<file path="src/rtl/rtc_bus_sequencer.sv">
// rtc_bus_sequencer: two-phase (address then data) multiplexed RTC bus transaction sequencer
module rtc_bus_sequencer #(
  parameter int T_SETUP = 2,
  parameter int T_PULSE = 7,
  parameter int T_HOLD  = 2,
  parameter int T_GAP   = 4
) (
  input  logic       clk,
  input  logic       rst_n,
  input  logic       req_write,
  input  logic       req_read,
  input  logic [7:0] address,
  input  logic [7:0] wdata,
  input  logic [7:0] bus_in,
  output logic       busy,
  output logic       done,
  output logic [7:0] rdata,
  output logic       cs_n,
  output logic       rd_n,
  output logic       wr_n,
  output logic       ad,
  output logic [7:0] bus_out,
  output logic       bus_oe
);
  typedef enum logic [3:0] {IDLE, A_SETUP, A_STROBE, A_HOLD, GAP, D_SETUP, D_STROBE, D_HOLD, DONE} state_t;
  state_t state, nxt;
  logic [3:0] cnt, dur;
  logic [7:0] addr_q, wdata_q, addr_n, wdata_n;
  logic last, acc, wr_q, dir, in_a, in_d;
  // outputs are decoded from the next state so they register in step with it
  always_comb begin
    dur = (state == A_SETUP || state == D_SETUP) ? 4'(T_SETUP) :
          (state == A_STROBE || state == D_STROBE) ? 4'(T_PULSE) :
          (state == A_HOLD || state == D_HOLD) ? 4'(T_HOLD) : 4'(T_GAP);
    last = cnt == dur - 4'd1;
    acc = state == IDLE && (req_write || req_read);
    nxt = state;
    if (state == IDLE) nxt = acc ? A_SETUP : IDLE;
    else if (state == DONE) nxt = IDLE;
    else if (last) nxt = state_t'(state + 4'd1);
    dir = state == IDLE ? req_write : wr_q;
    addr_n = acc ? address : addr_q;
    wdata_n = acc ? wdata : wdata_q;
    in_a = nxt inside {A_SETUP, A_STROBE, A_HOLD};
    in_d = nxt inside {D_SETUP, D_STROBE, D_HOLD};
  end
  always_ff @(posedge clk or negedge rst_n)
    if (!rst_n) begin
      state <= IDLE;
      cnt <= '0;
      wr_q <= 1'b0;
      addr_q <= '0;
      wdata_q <= '0;
      busy <= 1'b0;
      done <= 1'b0;
      rdata <= '0;
      cs_n <= 1'b1;
      rd_n <= 1'b1;
      wr_n <= 1'b1;
      ad <= 1'b0;
      bus_out <= '0;
      bus_oe <= 1'b0;
    end else begin
      state <= nxt;
      cnt <= (nxt == state && state != IDLE) ? cnt + 4'd1 : 4'd0;
      wr_q <= dir;
      addr_q <= addr_n;
      wdata_q <= wdata_n;
      busy <= nxt != IDLE;
      done <= nxt == DONE;
      cs_n <= !(in_a || in_d);
      ad <= in_d;
      wr_n <= !(nxt == A_STROBE || (nxt == D_STROBE && dir));
      rd_n <= !(nxt == D_STROBE && !dir);
      bus_oe <= in_a || (in_d && dir);
      bus_out <= in_a ? addr_n : (in_d && dir) ? wdata_n : 8'h00;
      if (state == D_STROBE && last && !wr_q) rdata <= bus_in;
    end
endmodule

</file>
<file path="config.mk">
export PLATFORM = sky130hd
export DESIGN_NAME = rtc_bus_sequencer
export DESIGN_NICKNAME = d
export VERILOG_FILES = /design/src/rtl/rtc_bus_sequencer.sv
export SDC_FILE = /design/constraint.sdc
export NUM_CORES = 1
export LEC_CHECK = 0
export CORE_ASPECT_RATIO = 1.5
export CORE_MARGIN = 4
export CORE_UTILIZATION = 34
export DETAILED_ROUTE_END_ITERATION = 10
export GPL_ROUTABILITY_DRIVEN = 0
export GPL_TIMING_DRIVEN = 0
export HOLD_SLACK_MARGIN = 0.06
export MAX_ROUTING_LAYER = met4
export SYNTH_ARGS = -nofsm -noshare
export SYNTH_HDL_FRONTEND = slang
export SYNTH_SLANG_ARGS = --single-unit
</file>
<file path="constraint.sdc">
create_clock -name clk -period 2.2 [get_ports clk]
set_input_delay 0.33 -clock clk [delete_from_list [all_inputs] [get_ports clk]]
set_output_delay 0.33 -clock clk [all_outputs]
set_load 0.1 [all_outputs]
</file>
==> After elaboration in Yosys (flattened, before gate mapping) <==
Cells that the tools add are included.
{ "op_classes": {"n_addsub": 3, "eq_ne": 16, "mux": 13, "n_reduce_logical": 24} }
{ "op_table": {"columns": ["operator", "n"], "rows": [
  ["8-bit 2-to-1 mux", 4],
  ["4-bit by 3-bit == test with 1-bit output, second input constant", 6],
  ["4-bit by 2-bit == test with 1-bit output, second input constant", 4],
  ["4-bit 2-to-1 mux", 4],
  ["3-bit 2-to-1 mux", 3],
  ["4-bit by 1-bit adder with 4-bit output, second input constant", 2],
  ["4-bit by 1-bit == test with 1-bit output, second input constant", 2],
  ["4-bit == test", 2],
  ["4-bit == test, second input constant", 2],
  ["4-bit nonzero test", 2],
  ["1-bit logical AND", 7],
  ["1-bit logical OR", 7],
  ["3-bit nonzero test", 2],
  ["1-bit zero test", 5],
  ["4-bit zero test", 1],
  ["3-bit by 1-bit subtractor with 4-bit output, second input constant", 1],
  ["1-bit 2-to-1 mux", 2]
]} }
{ "totals": {"reg_bits": 48, "wordCells": 70} }

==> Depth between registers and ports, before layout <==
{ "depth": {"word_depth": 15, "depth_mapped": 10, "ltp_nobuf": 8} }

==> Worst setup path before layout <==
No wires, ideal clock.
{ "synth_path": {"kind": "reg2reg", "startpoint": "reg state[0]", "endpoint": "reg bus_out[1]", "setup_time_ps": 121, "t_arrival_ps": 2144, "t_required_ps": 2079, "setup_slack_ps": -65, "path_stages_with_launch": 11, "n_path_buf": 2, "cell_sequence": "dfrtp_1 > inv_1 > ha_1 > nand2b_1 > nor2_1 > o21a_1 > buf_2 > buf_2 > mux2_2 > a22oi_1 > nor2_1"} }
{ "synth_lines": {"columns": ["item", "line", "rtl"], "rows": [
  ["from (decl)", "26", "state_t state, nxt;"],
  ["from (signal assigned)", "64", "state <= nxt;"],
  ["4-bit zero test", "36", "acc = state == IDLE && (req_write || req_read);"],
  ["1-bit logical AND", "36", null],
  ["8-bit 2-to-1 mux", "43", "wdata_n = acc ? wdata : wdata_q;"],
  ["named net wdata_n[1]", "28", "logic [7:0] addr_q, wdata_q, addr_n, wdata_n;"],
  ["8-bit 2-to-1 mux (2 in series)", "76", "bus_out <= in_a ? addr_n : (in_d && dir) ? wdata_n : 8'h00;"],
  ["to (signal assigned)", "76", null],
  ["to (decl)", "22", "output logic [7:0] bus_out,"]
]} }
The timed path passes the listed nets, and every way through them passes these cells.
A chain may end at the register's enable or synchronous reset.

==> Final worst setup path <==
{ "layout_path": {"startpoint": "reg state[1]", "endpoint": "reg rd_n"} }
{ "layout_via": {"elab_chain_len": 13} }
{ "layout_lines": {"columns": ["item", "line", "rtl"], "rows": [
  ["4-bit by 2-bit == test with 1-bit output or 4-bit by 3-bit == test with 1-bit output (tied branches)", "34", "(state == A_HOLD || state == D_HOLD) ? 4'(T_HOLD) : 4'(T_GAP);"],
  ["1-bit logical OR", "34", null],
  ["3-bit 2-to-1 mux", "34", null],
  ["3-bit 2-to-1 mux", "33", "(state == A_STROBE || state == D_STROBE) ? 4'(T_PULSE) :"],
  ["3-bit 2-to-1 mux", "32", "dur = (state == A_SETUP || state == D_SETUP) ? 4'(T_SETUP) :"],
  ["3-bit by 1-bit subtractor with 4-bit output", "35", "last = cnt == dur - 4'd1;"],
  ["4-bit == test", "35", null],
  ["4-bit 2-to-1 mux", "40", "else if (last) nxt = state_t'(state + 4'd1);"],
  ["4-bit 2-to-1 mux", "39", "else if (state == DONE) nxt = IDLE;"],
  ["4-bit 2-to-1 mux (*)", "38", "if (state == IDLE) nxt = acc ? A_SETUP : IDLE;"],
  ["named net nxt[3]", "26", null],
  ["4-bit by 3-bit == test with 1-bit output (*)", "74", "rd_n <= !(nxt == D_STROBE && !dir);"],
  ["1-bit logical AND (*)", "74", null],
  ["1-bit zero test (*)", "74", null],
  ["to (signal assigned)", "74", null],
  ["to (decl)", "19", "output logic rd_n,"]
]} }
The timed path passes the listed nets; every way through them passes the cells marked *.

==> metrics.txt <==
Crit path max-delay family compound AO/OA/AOI/OAI gates; Crit path arrival time 2530 ps; critical path's slowest cell dfrtp_2; nets 271; worst slew pin tran 1010 ps; Slew Viols, Final 0; Initial Util 35.4%; largest net degree at the start of global routing 26; Critical Path Source Type flip-flop; failing checks negative setup slack; Fmax achieved 435 MHz; Lkg Pwr 1.40 nW; critical path class flip-flop to flip-flop; dpl hpwl 3240 um; Multi-input gate area 1040 sq um; HP Class flip-flop to flip-flop; DR DRC count 0; maximum root-to-sink buffer count 2; Hold EP addr_q[2]; WL final 4870 um; syn avg cell area 12.7 sq um; Hold Startpoint addr_q[2]; DIE AREA 7440 sq um; first-pass GRT wire length 7510 um; clk_lat worst skew 310 ps; Tmin final 2300 ps; worst reg2reg path depth 9; fin crit share 105%; antenna violations before repair 0; DR vias/cell 4.96; Setup WS post-layout -99.4 ps; flop2flop setup slack -100 ps; Final Skew 4.55 ps; worst-path maximum fanout 6; Placement Cell Area 2690 sq um; Distinct cells, synth 33; vias in the first global route 1541; Min-Delay Path Depth 1; syn_nets 196; IO Pins 51; final design area excluding fillers 3230 sq um; Critical Path RT 2440 ps; diodes inserted 0; main area contributors after synthesis dfrtp_1 (54%), mux2_2 (13%), dfstp_2 (3.8%); CP bufs+invs 3; clock root cell clkbuf_8; Filler cells 505; H-tree depth 2; Tot Pwr 5.00 mW; crit end category flip-flop; Synth warnings 0; Max Cap Viol 0; Slew HR 32.6%; area fraction of the dominant cell type after synthesis 54.2%; peak per-stage delay on the critical path 440 ps; worst r2r dst rd_n; cell chain of the critical path buf_6 -> ha_4 -> nor3b_4 -> mux2i_4 -> a21o_1 -> buf_6 -> a211oi_4 -> inv_2 -> or3_1; overall routing resource usage 13.4%; final hold vios 0; die width 71.8 um; Area Growth Syn to Fin 55.5%; die height 104 um; RSZ-0062 raised after global routing true; outcome complete, but fails checks; CTS clk-pin slew, worst paths 90 ps; setup TNS -240 ps; initial DRC count 53; row cnt 34; Seq cells post-synth 48; RR Startpoint state[1]; area leader, netlist dfrtp_1; number of CTS-inserted buffers 5; final setup fails 7; core box area 5870 sq um; Synth Instances 163; layout cells sized above 1 38.9%; Max IR drop VDD 852 uV; Post-Syn Area 2080 sq um; Cell Pwr Density 1550 nW/um^2; area taken by flip-flops and latches 1210 sq um; Vias 1542; I/O Buffers 50; Pre-antenna DRT Iters 4; Remaining Overflow, GRT 0; WL per Instance 15.7 um; most frequent CP cell buf_6; Num Clock Sinks 48; Seq/Total Area, Yosys 58.0%; Routed Antenna Nets 0; clock tree from TritonCTS yes
## power by group
part | internal, mW | leakage [nW] | total, mW | switching, mW
Combinational | 1.15 | 0.744 | 2.98 | 1.83
Sequential | 1.22 | 0.599 | 1.37 | 0.153
Clock | 0.343 | 0.0548 | 0.658 | 0.316
## what timing repair did
item	CTS	global route
pin swaps	2	8
hold endpoints to repair	20	0
setup endpoints to repair	34	26
resized for setup	51	24
cloned	1	1
hold buffers	1	0
buffers inserted	9	7
## kinds of logic (layout without fill, tap and decap cells)
family / after synthesis / in the layout / share of synthesized area [%]
adders and majority gates: 5 / 5 / 3.01
AOI/OAI and AO/OA: 23 / 23 / 7.90
muxes: 31 / 31 / 16.4
buffers and inverters: 13 / 89 / 3.01
DFF: 48 / 48 / 58.0
xor gates and xnor gates: 3 / 3 / 1.27
and+or+nand+nor: 40 / 40 / 10.4
## cell usage in the layout, fill, tap and decap left out, types with 2 or more instances in the layout
cell type,Yosys,layout
nor3b_1,2,2
dfrtp_2,0,2
nand2_1,7,7
and3_1,2,2
nand3_1,2,2
nor2_2,0,5
mux2_4,0,8
clkdlybuf4s50_1,0,44
dfrtp_1,45,43
ha_4,0,2
nor2_1,16,7
o21ai_0,5,4
dlymetal6s2s_1,0,2
mux2i_4,0,5
a21o_1,2,2
clkbuf_8,0,5
inv_1,6,3
a22oi_2,0,3
a21oi_1,2,2
a22oi_1,8,5
nand2b_1,4,2
a211oi_4,0,2
nor2_4,0,4
buf_4,0,11
buf_2,5,2
dfstp_2,3,3
inv_2,1,3
xnor2_1,2,2
mux2_2,24,16
nand2b_4,0,2
dlygate4sd2_1,0,3
buf_6,1,8
ha_1,5,2
buf_12,0,3
mux2i_1,7,2
## worst max path at each step
stage / cells after the start / from / to / slack, ps
finish: 9 / state[1] / rd_n / -100
global route: 9 / state[1] / rd_n / -150
CTS: 9 / state[1] / bus_out[0] / -80
detailed placement: 10 / state[0] / bus_out[1] / -390
global placement: 1 / rst_n / cnt[3] / -600
floorplan: 8 / state[0] / rdata[0] / 5
## cells in the mapped netlist (all sizes together)
library cell	instances
a211oi	3
a21o	2
a21oi	2
a22oi	8
and2	1
and3	2
buf	6
dfrtp	45
dfstp	3
ha	5
inv	7
mux2	24
mux2i	7
nand2	7
nand2b	4
nand3	2
nand4	1
nor2	16
nor2b	1
nor3b	3
nor4	1
o21a	1
o21ai	6
o311ai	1
or3	1
or4	1
xnor2	2
xor2	1
## per-stage QoR
step / setup slack, ps / instances / util [%] / hold slack, ps
after floorplan: 5.23 / 163 / - / 34.4
after global placement: -605 / 285 / 45.5 / 481
after detailed placement: -394 / 286 / 45.8 / 349
after CTS: -75.5 / 304 / 52.3 / 506
after global routing: -149 / 311 / 55.0 / 515
final: -99.4 / 311 / 55.0 / 507
## state kept, by name, summed over array words and instances, names as in the netlist
name     count
wdata_q      8
state        4
cs_n         1
rdata        8
busy         1
bus_oe       1
bus_out      8
rd_n         1
wr_n         1
ad           1
cnt          4
addr_q       8
wr_q         1
done         1
## final cells by class
type | instances | share of cell area, %
plain buffers | 6 | 2.17
clock buffers | 5 | 2.13
clock inverters | 3 | 1.43
inverters | 7 | 0.892
multi-input cells | 102 | 32.3
flip-flops and latches | 48 | 37.4
well taps | 72 | 2.79
repair buffers | 68 | 20.9
## routing by layer
metal,wire length (um),global-route usage (%),up-vias
met1,1980,15.8,779
met3,256,3.68,7
met5,0,-,-
li1,-,-,715
met4,74,5.24,0
met2,2560,21.6,41
Note: power is estimated with default switching activity, not from simulation.
